[src/rtl/data_mem_responder.sv]
// rtl/data_mem_responder.sv - multi-cycle word-addressed data memory with ready handshake
// Serves one load/store at a time; every operand is latched in IDLE so the requester may change inputs while BUSY.
module data_mem_responder #(
  parameter int          WAIT_CYCLES = 3,
  parameter int          DEPTH       = 64,
  parameter logic [31:0] BASE_ADDR   = 32'd1024
) (
  input  logic        clk,
  input  logic        rst,
  input  logic        MEM_R_EN,
  input  logic        MEM_W_EN,
  input  logic [31:0] address,
  input  logic [31:0] write_data,
  output logic [31:0] read_data,
  output logic        ready,
  output logic        addr_err
);

  localparam int CW = $clog2(WAIT_CYCLES + 1);
  localparam int IW = (DEPTH > 1) ? $clog2(DEPTH) : 1;

  typedef enum logic [1:0] {IDLE, BUSY, DONE} state_t;

  state_t          state_q, state_d;
  logic [CW-1:0]   cnt_q, cnt_d;
  logic [IW-1:0]   idx_q, idx_d;
  logic [31:0]     wdata_q, wdata_d;
  logic            store_q, store_d;
  logic            bad_q, bad_d;
  logic            both_q, both_d;
  logic [31:0]     read_data_q, read_data_d;
  logic            addr_err_q, addr_err_d;

  logic [31:0]     mem [DEPTH];
  logic            req;
  logic [31:0]     offset;
  logic            req_bad;
  logic            mem_we;

  always_comb begin
    req     = MEM_R_EN | MEM_W_EN;
    offset  = address - BASE_ADDR;
    // Unsigned wrap of offset alone cannot flag an address below base, so test it directly.
    req_bad = (address < BASE_ADDR) || ((offset >> 2) >= 32'(DEPTH)) || (address[1:0] != 2'b00);

    state_d     = state_q;
    cnt_d       = cnt_q;
    idx_d       = idx_q;
    wdata_d     = wdata_q;
    store_d     = store_q;
    bad_d       = bad_q;
    both_d      = both_q;
    read_data_d = read_data_q;
    addr_err_d  = 1'b0;
    mem_we      = 1'b0;
    ready       = 1'b0;

    case (state_q)
      IDLE: begin
        ready = ~req;
        if (req) begin
          idx_d   = offset[IW+1:2];
          wdata_d = write_data;
          store_d = MEM_W_EN;
          bad_d   = req_bad;
          both_d  = MEM_R_EN & MEM_W_EN;
          cnt_d   = CW'(WAIT_CYCLES - 1);
          state_d = BUSY;
        end
      end
      BUSY: begin
        if (cnt_q == '0) begin
          state_d    = DONE;
          addr_err_d = bad_q | both_q;
          if (store_q) begin
            mem_we = ~bad_q;
          end else begin
            read_data_d = bad_q ? 32'd0 : mem[idx_q];
          end
        end else begin
          cnt_d = cnt_q - CW'(1);
        end
      end
      DONE: begin
        ready   = 1'b1;
        state_d = IDLE;
      end
      default: state_d = IDLE;
    endcase
  end

  always_ff @(posedge clk or negedge rst) begin
    if (!rst) begin
      state_q     <= IDLE;
      cnt_q       <= '0;
      idx_q       <= '0;
      wdata_q     <= '0;
      store_q     <= 1'b0;
      bad_q       <= 1'b0;
      both_q      <= 1'b0;
      read_data_q <= '0;
      addr_err_q  <= 1'b0;
    end else begin
      state_q     <= state_d;
      cnt_q       <= cnt_d;
      idx_q       <= idx_d;
      wdata_q     <= wdata_d;
      store_q     <= store_d;
      bad_q       <= bad_d;
      both_q      <= both_d;
      read_data_q <= read_data_d;
      addr_err_q  <= addr_err_d;
    end
  end

  // RAM contents survive reset; mem_we is gated by state_q, so a reset mid-BUSY drops the write.
  always_ff @(posedge clk) begin
    if (mem_we) begin
      mem[idx_q] <= wdata_q;
    end
  end

  assign read_data = read_data_q;
  assign addr_err  = addr_err_q;

endmodule

[config.mk]
export PLATFORM = sky130hd
export DESIGN_NAME = data_mem_responder
export DESIGN_NICKNAME = d
export VERILOG_FILES = /design/src/rtl/data_mem_responder.sv
export SDC_FILE = /design/constraint.sdc
export NUM_CORES = 2
export LEC_CHECK = 0
export BUFFER_PORTS_ARGS = -buffer_cell sky130_fd_sc_hd__buf_2
export CAP_MARGIN = 20
export CORE_AREA = 3 3 406 408
export DETAILED_ROUTE_END_ITERATION = 6
export DIE_AREA = 0 0 409 411
export MAX_ROUTING_LAYER = met4
export PLACE_DENSITY = 0.68
export SETUP_SLACK_MARGIN = 0.1
export SLEW_MARGIN = 20
export SYNTH_ARGS = -nofsm -noshare
export SYNTH_HDL_FRONTEND = slang
export SYNTH_SLANG_ARGS = --single-unit
[constraint.sdc]
create_clock -name clk -period 3.6 [get_ports clk]
set_input_delay 0.9 -clock clk [delete_from_list [all_inputs] [get_ports clk]]
set_output_delay 0.9 -clock clk [all_outputs]
set_load 0.1 [all_outputs]
==> summary.txt <==
Slew @ Worst Pin = 1.24 ns
Max Clock Freq = 0.283 GHz
Non-Filler Instances = 7287
post-synthesis register bit count = 2126
Worst EP required = 4.29 ns
biggest area consumer among synthesized cells = edfxtp_1
Peak VDD IR = 0.00128 V
Final setup viols = 0
max_cap viols = 0
largest net degree at the start of global routing = 114
Placed Area = 86600 um2
Port-buffer cells = 101
global route overflow = 0
FFs w/ async S/R, synth = 3.67%
worst rel slew slack = 16.8%
RSZ-0062 raised after global routing = yes
Yosys top cell area share = 76.3%
FP Rows = 148
initial antenna violation count = 17
Initial Utilization = 49.8%
DR DRC count = 7
vias = 49600
clk sink count = 2126
post-route cell area = 93100 um2
Design Power = 77.9 mW
largest family of logic cells by synthesized area = compound AO/OA/AOI/OAI gates
TritonCTS Buffers = 201
outcome = finished with violations
synth top area cells = edfxtp_1, a22oi_1, a221oi_1
clock slew at reported path FFs = 0.06 ns
Hold WC Path Type = input pin to asynchronous set/reset pin
Pre-antenna DRT Iters = 7
first-pass GRT wire length = 361 mm
H-Tree Depth = 4
Tcrit/Tclk final = 98.0%
Die Y = 411 um
Die ar. = 168000 um2
post-synth cell types = 72
EDFF count, synth = 2048
Setup TNS = 0 ns
Simple-Gate Fraction of Synth Area = 2.97%
count of final hold-check violations = 0
most frequent cell after synthesis = edfxtp_1
GRT Total Usage = 31.2%
fillcell total = 11900
1st-iter DRT viols = 8934
area of the multi-input gates = 16000 um2
Synth Area in XOR/XNOR = 0.0217%
area occupied by registers = 63500 um2
Detail Route Antenna Nets = 0
Final Slew Violations = 0
Die W = 409 um
number of global-route vias before repair = 47200
Period minus WS final = 3.53 ns
routed wire length = 257 mm
Post-Syn Area = 80600 um2
CTS root buf = clkbuf_16
main flop type after synthesis = edfxtp_1
Worst setup SP type = flop
YS warnings = 0
gpl congestion = 0.980
core area = 162000 um2
syn nets = 4689
final net count = 4999
leakage dissipation = 29.2 nW
critical path class = flop to flop
Longest Clk Path Bufs = 3
Synth top cells by count = edfxtp_1, a22oi_1, a221oi_1
Synth Area in Compound Gates = 12.5%
post-synthesis sequential area ratio = 78.7%
Worst-Skew Late Latency = 0.83 ns
WL per Instance = 35.2 um
# placed instances = 6901
Post-Syn Instances = 4620
CTS tree = done
post-synthesis adder-cell area fraction = 0.0155%
Avg Vias per Cell = 6.81
Area Growth Syn to Fin = 15.5%
DP HPWL = 157 mm
# IOs = 102
layout cells sized above 1 = 20.2%
Synth Area per Inst = 17.5 um2
multiplexer share of the synthesized area = 3.62%
Clock Skew = 0.0326 ns
critical path peak fanout = 18
Worst setup EP type = flop
Data arrival, critical path = 4.22 ns
failing checks = design-rule violations
PwrDens = 836 nW/um2
[final timing paths]
kind	from	end	slack (ns)	cells after the start
worst min-delay path	rst	wdata_q[8]	0.14	1
worst min register to register	cnt_q[0]	cnt_q[0]	0.55	2
worst max-delay path	idx_q[3]	read_data[9]	0.07	8
min in group clk	write_data[20]	wdata_q[20]	0.30	2
max in group asynchronous	rst	read_data[4]	2.69	2
worst max register to register	idx_q[3]	read_data[9]	0.07	8
[cell type report]
cell class              instances  area share [%]
flip-flops and latches       2126            68.2
diodes                         13          0.0349
clock inverters               104            1.04
repair buffers                467            4.69
well taps                    2175            2.92
multi-input cells            2127            17.2
clock buffers                 268            5.88
inverters                       7          0.0336
[registers in the layout (all words and copies together), names as in the netlist, 2 cells and up]
register	cells
read_data	32
idx_q	6
state_q	2
cnt_q	2
wdata_q	32
mem	2048
[placed cells by master (no fill, tap or decap), types with 15 or more instances in the layout]
| cell | instances |
|---|---|
| mux2i_1 | 81 |
| a221oi_1 | 312 |
| nor4_1 | 35 |
| clkbuf_8 | 15 |
| o22ai_1 | 155 |
| o21ai_0 | 159 |
| a21oi_1 | 140 |
| buf_2 | 100 |
| nor2_1 | 192 |
| buf_4 | 278 |
| dfrtp_1 | 43 |
| a22o_1 | 33 |
| clkbuf_1 | 50 |
| nand3b_1 | 15 |
| edfxtp_1 | 2048 |
| a22oi_1 | 473 |
| o221ai_1 | 15 |
| mux2_2 | 99 |
| buf_12 | 88 |
| a41oi_1 | 16 |
| dfrtp_2 | 25 |
| nand2_1 | 82 |
| clkinv_2 | 32 |
| nor3_1 | 22 |
| clkinv_1 | 44 |
| clkbuf_16 | 203 |
| nor2_4 | 67 |
| mux4_2 | 44 |
| o22a_1 | 18 |
[metal layers]
layer / global-route usage (%) / vias to the layer above / routed length (um)
li1: - / 19900 / -
met1: 41.4 / 25000 / 91000
met2: 43.8 / 3907 / 112000
met3: 8.76 / 782 / 37300
met4: 16.5 / 0 / 16300
met5: - / - / 0
[power by group]
part / total [mW] / switching, mW / internal (mW) / leakage [nW]
Clock: 20.8 / 9.16 / 11.7 / 3.16
Combinational: 22.5 / 15.5 / 6.97 / 6.72
Sequential: 34.5 / 3.43 / 31.1 / 19.4
[what timing repair did]
item / 4_1_cts / 5_1_grt
pin swaps: 0 / 0
hold endpoints to repair: 0 / 0
hold buffers: 0 / 0
setup buffers: 1 / 0
resized for setup: 1 / 5
endpoints found under the setup margin: 2 / 5
[worst max-delay path, cell delays in order, from the launching register on]
cell and delay [ns]:
dfrtp_1 0.54, and3b_1 0.30, nand2_1 0.34, buf_4 0.36, o21ai_0 0.15, nor4_1 0.83
buf_4 0.23, and4_1 0.48, a31oi_1 0.14
[cells by family after synthesis]
logic type,count (synthesis)
flip-flops,2126
buffers and inverters,367
AO/OA/AOI/OAI,1394
AND/OR/NAND/NOR,506
XOR/XNOR,2
multiplexers,224
adder cells (fa/ha/maj),1
[metrics by stage]
step           util (%)  worst slack (ns)  hold slack (ns)
6_report           57.5            0.0709            0.143
5_1_grt            57.5            0.0912            0.164
4_1_cts            57.4             0.141            0.125
3_5_place_dp       53.5            0.0223            0.551
3_3_place_gp       53.5            0.0471            0.554
2_1_floorplan         -             0.129            0.451
No activity file was read; power rests on OpenSTA's default activity.
